===== config.mk =====
export PLATFORM = sky130hd
export DESIGN_NAME = serial_tx_arbiter
export DESIGN_NICKNAME = d
export VERILOG_FILES = /design/src/rtl/serial_tx_arbiter.sv
export SDC_FILE = /design/constraint.sdc
export NUM_CORES = 1
export LEC_CHECK = 0
export ABC_AREA = 1
export CORE_MARGIN = 4
export CORE_UTILIZATION = 30
export CTS_CLUSTER_DIAMETER = 60
export DETAILED_ROUTE_END_ITERATION = 10
export GPL_ROUTABILITY_DRIVEN = 0
export PLACE_DENSITY = 0.73
export RECOVER_POWER = 25
export SETUP_SLACK_MARGIN = 0.15
export SLEW_MARGIN = 20
export SYNTH_ARGS = -nofsm -noshare
export SYNTH_HDL_FRONTEND = slang
export SYNTH_SLANG_ARGS = --single-unit

===== constraint.sdc =====
create_clock -name m_clock -period 1.5 [get_ports m_clock]
set_input_delay 0.225 -clock m_clock [delete_from_list [all_inputs] [get_ports m_clock]]
set_output_delay 0.225 -clock m_clock [all_outputs]
set_load 0.01 [all_outputs]

===== src/rtl/serial_tx_arbiter.sv =====
// serial_tx_arbiter: round-robin sharing of one serial transmitter among
// NREQ byte requesters. One requester is granted in IDLE and its byte is
// latched. A single start pulse is issued, then the transmitter busy flag
// is followed through the frame, and priority rotates past the winner.
// Optional feature macro: SERIAL_TX_ARB_WDOG_EN (frame watchdog, sticky err).
module serial_tx_arbiter #(
    parameter int NREQ        = 4,
    parameter int DW          = 8,
    parameter int GW          = 2,
    parameter int WDOG_CYCLES = 1024
) (
    input  logic              m_clock,
    input  logic              p_reset,
    input  logic [NREQ-1:0]   req_valid,
    input  logic [NREQ*DW-1:0] req_data,
    output logic [NREQ-1:0]   req_ready,
    output logic [DW-1:0]     tx_data,
    output logic              tx_start,
    input  logic              tx_busy,
    output logic [GW-1:0]     grant_id,
    output logic              active,
    output logic              err
);

    typedef enum logic [1:0] {IDLE, ISSUE, WAIT_BUSY, WAIT_DONE} state_t;

    state_t        state, state_nx;
    logic [GW-1:0] ptr;
    logic [GW-1:0] pick;
    logic [GW-1:0] idx;
    logic          pick_ok;
    logic [DW-1:0] pick_data;
    logic          in_wait;
    logic          frame_done;
    logic          wdog_hit;

    assign in_wait    = (state == WAIT_BUSY) || (state == WAIT_DONE);
    assign frame_done = (state == WAIT_DONE) && !tx_busy;

    // Rotating-priority search: scan offsets high to low so the smallest
    // offset from ptr wins. NREQ is a power of two, so GW-bit adds wrap.
    always_comb begin
        pick    = ptr;
        pick_ok = 1'b0;
        idx     = ptr;
        for (int i = NREQ - 1; i >= 0; i--) begin
            idx = ptr + GW'(i);
            if (req_valid[idx]) begin
                pick    = idx;
                pick_ok = 1'b1;
            end
        end
    end

    // Byte of the selected requester, muxed with constant slice offsets.
    always_comb begin
        pick_data = '0;
        for (int i = 0; i < NREQ; i++) begin
            if (pick == GW'(i)) pick_data = req_data[i*DW +: DW];
        end
    end

`ifdef SERIAL_TX_ARB_WDOG_EN
    localparam int CW = $clog2(WDOG_CYCLES + 1);

    logic [CW-1:0] wcnt;
    logic          err_q;

    // Fires on the edge that completes WDOG_CYCLES cycles spent waiting;
    // it overrides a normal completion on the same edge.
    assign wdog_hit = in_wait && (wcnt == CW'(WDOG_CYCLES - 1));
    assign err      = err_q;

    // Wait-cycle counter, cleared as the frame enters WAIT_BUSY; err is sticky.
    always_ff @(posedge m_clock) begin
        if (p_reset) begin
            wcnt  <= '0;
            err_q <= 1'b0;
        end else begin
            if (state == ISSUE)  wcnt <= '0;
            else if (in_wait)    wcnt <= wcnt + 1'b1;
            if (wdog_hit)        err_q <= 1'b1;
        end
    end
`else
    assign wdog_hit = 1'b0;
    assign err      = 1'b0;
`endif

    // State register.
    always_ff @(posedge m_clock) begin
        if (p_reset) state <= IDLE;
        else         state <= state_nx;
    end

    // Next state and the ISSUE-cycle strobes; a busy line left high by a
    // foreign frame holds off arbitration in IDLE.
    always_comb begin
        state_nx  = state;
        tx_start  = 1'b0;
        req_ready = '0;
        case (state)
            IDLE:      if (!tx_busy && pick_ok) state_nx = ISSUE;
            ISSUE: begin
                tx_start  = 1'b1;
                req_ready = {{(NREQ-1){1'b0}}, 1'b1} << grant_id;
                state_nx  = WAIT_BUSY;
            end
            WAIT_BUSY: if (tx_busy) state_nx = WAIT_DONE;
            WAIT_DONE: if (!tx_busy) state_nx = IDLE;
            default:   state_nx = IDLE;
        endcase
        if (wdog_hit) state_nx = IDLE;
    end

    // Grant latch and priority rotation; tx_data/grant_id hold between frames.
    always_ff @(posedge m_clock) begin
        if (p_reset) begin
            tx_data  <= '0;
            grant_id <= '0;
            active   <= 1'b0;
            ptr      <= '0;
        end else begin
            if (state == IDLE && state_nx == ISSUE) begin
                tx_data  <= pick_data;
                grant_id <= pick;
                active   <= 1'b1;
            end
            if (frame_done || wdog_hit) begin
                active <= 1'b0;
                ptr    <= grant_id + GW'(1);
            end
        end
    end

endmodule


==> results.py, run 1 <==
metrics = {
    "power": {
        "p_comb_frac": 0.460,
        "power_mw": 1.492,
        "p_per_area_nw_per_um2": 674.7,
        "swShare": 0.3440,
        "p_switching_uw": 513.5,
        "vdd_drop_max_mv": 0.4061,
        "pwr-share-clk": 0.222,
        "internal_power_uw": 979.0,
        "leakage_nw": 1.001,
        "pwr-share-seq": 0.318,
    },
    "yosys": {
        "synth_xor_area_frac": 0,
        "synthesis.nets": 234,
        "syn-mean-instance-area_um2": 7.081,
        "ys_ff_latch": 15,
        "synth_adder_area_share": 0.03700,
        "yosysSeqAreaShare": 0.2220,
        "synth_top_family_by_area": "simple AND/OR/NAND/NOR gates",
        "synthMuxAreaShare": 0,
        "yosys_warnings": 0,
        "synth_edf_count": 0,
        "yosys.cell_count.top_type": "nand2_1",
        "yosysTopAreaCellShare": 0.2220,
        "synth_async_sr_flop_share": 0,
        "synth-compound-area-share": 0.08603,
        "synth_area_leaders": "dfxtp_1 22%, nand2_1 12%, nor3b_2 6.5%, nand2_2 6.0%, nand3_1 5.2%",
        "syn_area_um2": 1353,
        "yosys.area_share.simple": 0.5088,
        "ys.flop_type": "dfxtp_1",
        "synthTopCellsByCount": "44 x nand2_1, 17 x inv_1, 15 x dfxtp_1",
        "synth_cell_types": 29,
        "synth_cells": 191,
        "synth_largest_area_cell": "dfxtp_1",
    },
    "routing": {
        "routedWlPerCell_um": 11.73,
        "vias_per_cell": 4.587,
        "ant_nets": 0,
        "firstDrtPassIters": 4,
        "vias": 1454,
        "drt-total-wl_um": 3717,
        "dr.first_iter.drc_count": 29,
        "drc": 0,
    },
    "cells_and_area": {
        "utilization": 0.5080,
        "fin_nets": 309,
        "fillers": 418,
        "post_route_cells_drive_above_1_share": 0.4000,
        "syn_to_final_growth_pct": 63.55,
        "antenna_cells": 0,
        "finalNonFillerCells": 317,
    },
    "worst_setup_path": {
        "crit_buf_inv": 4,
        "cpMostUsedCell": "nand2_2",
        "slowest_delay_ns": 0.33,
        "crit_family": "simple AND/OR/NAND/NOR gates",
        "critPathRequiredTime_ns": 1.64,
        "crit_chain": "buf_12 > inv_8 > nand2_2 > nand2_4 > nand2_2 > nand2_2 > inv_2 > nand2_4 > nand3_2 > nand2_2 > nand2_4 > buf_4 > nand3_1 > nand2_1 > nor3_2 > nor2_2",
        "startpoint_type": "flip-flop",
        "critical_path_class": "reg2reg",
        "critical_path_arrival_ns": 1.93,
        "worst_setup_path_end_kind": "flip-flop",
        "critPathMaxFanout": 10,
        "cp_slowest_cell": "dfxtp_2",
    },
    "floorplanning": {
        "start_util": 0.3106,
        "die_w_um": 75.15,
        "fp.coreArea_um2": 4354,
        "design.portCount": 56,
        "num_rows": 24,
        "die_y_um": 75.15,
        "dieArea_um2": 5647,
    },
    "clock_tree": {
        "numClockSinks": 15,
        "htreeDepth": 1,
        "cts_tree": "yes",
        "cts_buffer_depth": 2,
        "hold_buffers": 0,
        "clk_latency_ns": 0.25,
        "cts-buffers-inserted": 3,
        "root_buffer": "clkbuf_8",
        "cts.clk_slew.worst_paths_ns": 0.06,
    },
    "run_status": {
        "status": "finished with violations",
        "violations": "setup timing",
    },
    "timing": {
        "finClkSkew_ns": 0.0002715,
        "finalHoldViolCount": 0,
        "period_minus_slack_ns": 1.793,
        "worst_slack_ns": -0.2929,
        "grt_setup_unrepaired": "true",
        "fmaxAchievable_mhz": 557.7,
        "maxSlewViolCount": 0,
        "min_period_over_period": 1.195,
        "setup_viol": 12,
    },
    "global_routing": {
        "use_met3": 0.04139,
        "first_global_vias": 1394,
        "grt_use_total": 0.1340,
        "use_met2": 0.2389,
        "antenna_found_initial": 0,
        "grt.met1_usage": 0.1597,
        "grt_max_degree": 21,
        "grt_overflow": 0,
        "grt_pass1_wl_um": 6003,
        "top_usage_layer": "met2",
    },
    "placed_design": {
        "place.detailed.hpwl_um": 2835,
        "dpl_worst_slack_ns": -0.5291,
        "io_buffers": 54,
        "dp_cells": 308,
    },
    "min_path": {
        "hold_class": "reg2reg",
    },
    "job": {
        "cap_viol_max_count": 0,
    },
}
## cells in the final DEF (no fill, tap or decap), types with 2 or more instances in the layout
cell             instances
dlygate4sd2_1            8
nor3b_2                  7
o21ai_0                  9
nand2_2                 17
ha_4                     2
a21oi_1                  4
buf_6                    2
nand3_2                  8
dfxtp_2                  4
inv_4                    2
nand4_1                  2
nor2_1                  11
clkdlybuf4s50_1         37
a21oi_2                  2
buf_4                   20
nor3_2                   9
nor2_2                   6
dfxtp_1                 10
nand2_1                 38
nand3b_1                 2
inv_2                    5
clkinv_2                 2
inv_1                   13
clkdlybuf4s25_1          3
nand3_1                 13
buf_12                   3
clkbuf_8                 3
buf_2                    4
o21ai_1                  5
nand2_4                  4
## timing repair
action	in CTS	in global routing
resized for setup	38	24
pin swaps	1	7
endpoints found under the setup margin	25	18
buffers inserted	4	1
## through the flow
stage	hold WS (ns)	cell area [µm²]	setup TNS [ns]
2_1_floorplan	0.2941	1369	-0.8785
3_3_place_gp	0.4573	2059	-5.047
3_5_place_dp	0.4689	2059	-5.468
4_1_cts	0.4792	2142	-2.571
5_1_grt	0.5332	2212	-4.231
6_report	0.4924	2212	-2.511
## logic make-up after synthesis
group	Yosys count
adder cells (fa/ha/maj)	4
AO/OA/AOI/OAI	21
other	1
buffers and inverters	32
AND/OR/NAND/NOR	118
flip-flops	15
## worst paths after layout
check	from	end	slack, ns	depth (start not counted)
worst max-delay path	ptr[0]	tx_data[0]	-0.29	16
worst min-delay path	active	active	0.49	2
worst max register to register	ptr[0]	tx_data[0]	-0.29	16
worst min register to register	active	active	0.49	2
## sequential cells by signal, summed over array words and instances, names as in the netlist
| register | count |
|---|---|
| grant_id | 2 |
| state | 2 |
| active | 1 |
| ptr | 2 |
| tx_data | 8 |
## layer usage
metal,vias to the layer above,routed length [µm]
met4,0,0
met2,39,1898
met1,653,1533
met3,0,285
li1,762,-
met5,-,0
## area by class of cell
class / instances / area (µm²) / area share
multi-input cells: 144 / 940.9 / 0.4253
repair buffers: 79 / 745.7 / 0.3371
flip-flops and latches: 15 / 309.0 / 0.1397
inverters: 23 / 105.1 / 0.04751
well taps: 52 / 65.06 / 0.02941
clock buffers: 3 / 41.29 / 0.01867
clock inverters: 1 / 5.005 / 0.002262
## worst reg2reg max path, cell delays in order, from the launching register on
cell and delay [ns]:
dfxtp_2 0.33, buf_12 0.14, inv_8 0.07, nand2_2 0.06
nand2_4 0.08, nand2_2 0.06, nand2_2 0.07, inv_2 0.04
nand2_4 0.07, nand3_2 0.07, nand2_2 0.10, nand2_4 0.07
buf_4 0.16, nand3_1 0.06, nand2_1 0.06, nor3_2 0.19
nor2_2 0.04
## power by group through the flow
stage | combinational [mW] | sequential [mW] | clock (mW)
final | 0.687 | 0.474 | 0.331
after global routing | 0.759 | 0.480 | 0.362
after CTS | 0.664 | 0.472 | 0.337
after detailed placement | 0.662 | 0.479 | 0
after global placement | 0.653 | 0.478 | 0
after floorplan | 0.364 | 0.491 | 0
(Power assumes the default switching activity.)
==> run 2, diff against run 1 <==
TNS_END_PERCENT = 50   (was default)
==> run 2 against run 1 <==
Effect of this change: the flow still finishes with violations (setup timing); largest cell class unchanged; clock skew rose by 0.00092 ns; critical path depth is 2 lower; sequential share of layout area fell by 1.1 points; final area increased by 10%; critical endpoint unchanged.
==> results.py, run 2 (synthesized netlist as in run 1, its figures left out) <==
metrics = {
    "run_status": {
        "status": "finished with violations",
        "violations": "setup timing",
    },
    "cells_and_area": {
        "finalNonFillerCells": 322,
        "largest_register_ffs": 8,
        "max_flop_register": "tx_data",
        "multi_input_area_um2": 1062,
        "design_area_um2": 2444,
        "post_route_cells_drive_above_1_share": 0.4481,
        "antenna_cells": 0,
        "final_common_cell": "clkdlybuf4s50_1",
        "regArea_um2": 314.1,
        "fillers": 374,
        "fin_nets": 314,
        "final_cell_mix": "36 x clkdlybuf4s50_1, 32 x nand2_1, 18 x buf_4, 13 x nand2_2, 13 x nand2_4",
        "syn_to_final_growth_pct": 80.67,
    },
    "clock_tree": {
        "cts_buffer_depth": 2,
        "root_buffer": "clkbuf_8",
        "htreeDepth": 1,
        "cts-buffers-inserted": 3,
        "clk_latency_ns": 0.24,
        "cts_tree": "yes",
        "hold_buffers": 0,
        "cts.clk_slew.worst_paths_ns": 0.06,
        "numClockSinks": 15,
    },
    "floorplanning": {
        "start_util": 0.3106,
        "die_w_um": 75.15,
        "die_y_um": 75.15,
        "dieArea_um2": 5647,
        "num_rows": 24,
        "design.portCount": 56,
        "fp.coreArea_um2": 4354,
    },
    "global_routing": {
        "grt_use_total": 0.1338,
        "antenna_found_initial": 0,
        "grt_pass1_wl_um": 5878,
        "grt_max_degree": 25,
        "first_global_vias": 1379,
        "grt_overflow": 0,
    },
    "timing": {
        "min_period_over_period": 1.267,
        "finalSetupTns_ns": -3.690,
        "grt_setup_unrepaired": "true",
        "maxSlewViolCount": 0,
        "period_minus_slack_ns": 1.901,
        "setup_viol": 12,
        "fmaxAchievable_mhz": 526.1,
        "finalHoldViolCount": 0,
        "finClkSkew_ns": 0.001195,
        "worst_slack_ns": -0.4008,
    },
    "power": {
        "power_mw": 1.603,
        "p_per_area_nw_per_um2": 655.8,
        "leakage_nw": 1.076,
        "vdd_drop_max_mv": 0.3305,
    },
    "min_path": {
        "hold_class": "reg2reg",
    },
    "routing": {
        "ant_nets": 0,
        "vias_per_cell": 4.761,
        "vias": 1533,
        "firstDrtPassIters": 4,
        "routedWlPerCell_um": 13.30,
        "drc": 0,
        "drt-total-wl_um": 4281,
        "dr.first_iter.drc_count": 56,
    },
    "worst_setup_path": {
        "startpoint_type": "flip-flop",
        "critPathRequiredTime_ns": 1.64,
        "critPathMaxFanout": 8,
        "critical_path_arrival_ns": 2.04,
        "critical_path_class": "reg2reg",
        "worst_setup_path_end_kind": "flip-flop",
    },
    "placed_design": {
        "io_buffers": 54,
        "dpl_cell_area_um2": 2064,
        "place.detailed.hpwl_um": 2869,
        "dp_cells": 310,
        "dpl_worst_slack_ns": -0.5543,
    },
    "job": {
        "cap_viol_max_count": 0,
    },
}
run 2: path summary, 6_finish.rpt:
| kind | slack [ns] | startpoint | end | cells after the start |
|---|---|---|---|---|
| worst max-delay path | -0.40 | ptr[0] | tx_data[0] | 14 |
| worst min-delay path | 0.48 | active | active | 2 |
| worst max register to register | -0.40 | ptr[0] | tx_data[0] | 14 |
| worst min register to register | 0.48 | active | active | 2 |
run 2: area by class of cell:
| class | instances | area share |
|---|---|---|
| clock buffer | 4 | 0.01843 |
| inverter | 23 | 0.04301 |
| multi-input combinational | 144 | 0.4347 |
| sequential | 15 | 0.1285 |
| tap | 52 | 0.02663 |
| timing repair buffer | 84 | 0.3487 |
run 2: critical path, stage by stage, from the launching register on:
cell      delay (ns)
dfxtp_4         0.36
buf_12          0.14
clkinv_8        0.08
nand2_4         0.05
nand2_4         0.09
nand2_4         0.05
nand2_2         0.07
inv_2           0.04
nand2_4         0.08
nor3_2          0.05
nor3_2          0.23
buf_4           0.23
nand2_1         0.08
nor3_2          0.20
nor2_2          0.04
run 2: layer usage:
| layer | share of wire | track usage |
|---|---|---|
| met4 | 0.028 | 0.05243 |
| met5 | 0 | 0 |
| met1 | 0.41 | 0.1696 |
| met2 | 0.51 | 0.2234 |
| met3 | 0.051 | 0.02537 |
run 2: power by group:
group	internal [mW]	switching (mW)
Clock	0.188	0.140
Combinational	0.413	0.391
Sequential	0.440	0.0298
Total	1.04	0.561
run 2: metrics by stage:
stage	util	hold WS [ns]
floorplan	-	0.2941
global placement	0.4741	0.4724
detailed placement	0.4741	0.4768
CTS	0.4920	0.4827
global route	0.5612	0.5212
finish	0.5612	0.4763
run 2: what timing repair did:
| action | CTS | global route |
|---|---|---|
| resized for setup | 39 | 57 |
| pin swaps | 2 | 17 |
| setup buffers | 3 | 2 |
| gates cloned | 0 | 3 |
| endpoints found under the setup margin | 25 | 18 |
==> run 3, diff against run 2 <==
clock period = 1.7 ns   (was 1.5 ns; I/O delays follow)
==> run 3 against run 2 <==
Effect of this change: the flow still finishes with violations (setup timing); critical path depth unchanged; flip-flop and latch count unchanged; clock skew up 0.0033 ns; largest cell class unchanged.
==> results.py, run 3 (synthesized netlist as in run 1, its figures left out) <==
metrics = {
    "routing": {
        "drt-total-wl_um": 3857,
        "ant_nets": 0,
        "drc": 0,
        "vias_per_cell": 4.655,
        "vias": 1457,
        "firstDrtPassIters": 4,
        "routedWlPerCell_um": 12.32,
        "dr.first_iter.drc_count": 62,
    },
    "floorplanning": {
        "design.portCount": 56,
        "start_util": 0.3106,
        "dieArea_um2": 5647,
        "die_y_um": 75.15,
        "fp.coreArea_um2": 4354,
        "die_w_um": 75.15,
        "num_rows": 24,
    },
    "placed_design": {
        "io_buffers": 54,
        "place.detailed.hpwl_um": 2763,
        "dp_cells": 304,
    },
    "cells_and_area": {
        "largest_register_ffs": 8,
        "regArea_um2": 301.5,
        "fin_nets": 305,
        "final_common_cell": "clkdlybuf4s50_1",
        "fillers": 396,
        "max_flop_register": "tx_data",
        "antenna_cells": 0,
        "finalNonFillerCells": 313,
        "final_cell_mix": "45 x clkdlybuf4s50_1, 39 x nand2_1, 15 x inv_1, 15 x nand2_2",
        "multi_input_area_um2": 925.9,
        "syn_to_final_growth_pct": 64.29,
        "post_route_cells_drive_above_1_share": 0.3372,
    },
    "min_path": {
        "whs_endpoint": "active",
        "worst_hold_path.num_cells": 2,
        "hp-start": "active",
        "hold_class": "reg2reg",
    },
    "worst_setup_path": {
        "ff2ff_setup_slack_ns": -0.12,
        "cp_slowest_cell": "dfxtp_2",
        "crit_family": "buffers and inverters",
        "cpMostUsedCell": "nand2_2",
        "critical_path_arrival_ns": 2.01,
        "critPathRequiredTime_ns": 1.89,
        "crit_chain": "buf_12 > inv_8 > nand2_2 > nand2_2 > nand2_2 > buf_4 > nand3_2 > buf_4 > a21oi_4 > buf_12 > nand4_1 > nand3_1 > nand2_2 > a21oi_2",
        "slowest_delay_ns": 0.34,
        "r2r_cells": 14,
        "crit_buf_inv": 5,
        "critical_path_class": "reg2reg",
        "critPathMaxFanout": 10,
        "reg2reg_to": "tx_data[7]",
        "reg2reg_from": "ptr[0]",
        "startpoint_type": "flip-flop",
        "worst_setup_path_end_kind": "flip-flop",
    },
    "timing": {
        "min_period_over_period": 1.072,
        "maxSlewViolCount": 0,
        "period_minus_slack_ns": 1.823,
        "setup_viol": 9,
        "fmaxAchievable_mhz": 548.6,
        "grt_setup_unrepaired": "true",
        "worst_slack_ns": -0.1228,
        "finClkSkew_ns": 0.004465,
        "finalHoldViolCount": 0,
        "hold_ws_ns": 0.5108,
    },
    "clock_tree": {
        "numClockSinks": 15,
        "htreeDepth": 1,
        "cts-buffers-inserted": 3,
        "cts_buffer_depth": 2,
        "clk_latency_ns": 0.25,
        "root_buffer": "clkbuf_8",
        "hold_buffers": 0,
        "cts_tree": "yes",
        "cts.clk_slew.worst_paths_ns": 0.06,
    },
    "run_status": {
        "violations": "setup timing",
        "status": "finished with violations",
    },
    "power": {
        "p_per_area_nw_per_um2": 600.0,
        "vdd_drop_max_mv": 0.3611,
        "leakage_nw": 0.9866,
    },
    "global_routing": {
        "grt_overflow": 0,
        "grt_use_total": 0.1295,
        "grt_pass1_wl_um": 5816,
        "grt_max_degree": 25,
        "first_global_vias": 1335,
        "antenna_found_initial": 0,
    },
    "job": {
        "cap_viol_max_count": 0,
    },
}
[run 3: cell count changes in the layout (fill, tap and decap cells not counted), moves of 4 or more]
| cell | previous run | this run |
|---|---|---|
| clkdlybuf4s50_1 | 36 | 45 |
| nand2_4 | 13 | 5 |
| nand2_1 | 32 | 39 |
| buf_6 | 6 | 1 |
| buf_2 | 4 | 0 |
| buf_4 | 18 | 14 |
| dfxtp_1 | 10 | 14 |
| dlygate4sd2_1 | 9 | 5 |
[run 3: cell type report]
| class | count | area share |
|---|---|---|
| Clock inverter | 1 | 0.002252 |
| Sequential cell | 15 | 0.1357 |
| Tap cell | 52 | 0.02928 |
| Timing Repair Buffer | 75 | 0.3536 |
| Inverter | 23 | 0.04392 |
| Multi-Input combinational cell | 144 | 0.4167 |
| Clock buffer | 3 | 0.01858 |
[run 3: worst register-to-register path, stage by stage, from the launching register on]
cell and delay [ns]:
dfxtp_2 0.34, buf_12 0.13, inv_8 0.05, nand2_2 0.05
nand2_2 0.06, nand2_2 0.11, buf_4 0.12, nand3_2 0.07
buf_4 0.14, a21oi_4 0.20, buf_12 0.17, nand4_1 0.08
nand3_1 0.10, nand2_2 0.06, a21oi_2 0.10
[run 3: how the worst max path moves through the flow]
stage	start	slack [ns]	depth (start not counted)	end
after detailed placement	req_valid[3]	-0.38	13	tx_data[4]
after floorplan	ptr[0]	0.06	16	tx_data[6]
after CTS	req_valid[3]	-0.11	15	tx_data[3]
after global placement	req_valid[1]	-0.34	13	tx_data[4]
final	ptr[0]	-0.12	14	tx_data[7]
after global routing	ptr[0]	-0.28	16	tx_data[2]
[run 3: per-stage QoR]
| step | power, mW | setup TNS [ns] | utilization | cell area [µm²] | setup slack [ns] |
|---|---|---|---|---|---|
| floorplan | 0.7481 | 0 | - | 1355 | 0.06031 |
| global placement | 0.9825 | -2.973 | 0.4667 | 2032 | -0.3365 |
| detailed placement | 0.9932 | -3.444 | 0.4667 | 2032 | -0.3771 |
| CTS | 1.290 | -0.6651 | 0.4825 | 2101 | -0.1072 |
| global route | 1.421 | -2.201 | 0.5103 | 2222 | -0.2774 |
| finish | 1.333 | -0.8327 | 0.5103 | 2222 | -0.1228 |
[run 3: per-layer routing]
layer	global-route usage	routed length [µm]	vias up
li1	-	-	758
met1	0.1628	1592	656
met2	0.2205	2013	37
met3	0.01869	190	6
met4	0.05437	59	0
met5	0	0	-
[run 3: what timing repair did]
action	4_1_cts	5_1_grt
resized for setup	12	15
setup buffers	1	2
cloned	0	2
pin swaps	2	7
endpoints found under the setup margin	17	15
[run 3: power breakdown]
part | switching [mW] | internal (mW) | total [mW]
logic | 0.301 | 0.328 | 0.630
clock network | 0.126 | 0.162 | 0.288
registers | 0.0260 | 0.390 | 0.416
total | 0.453 | 0.880 | 1.33
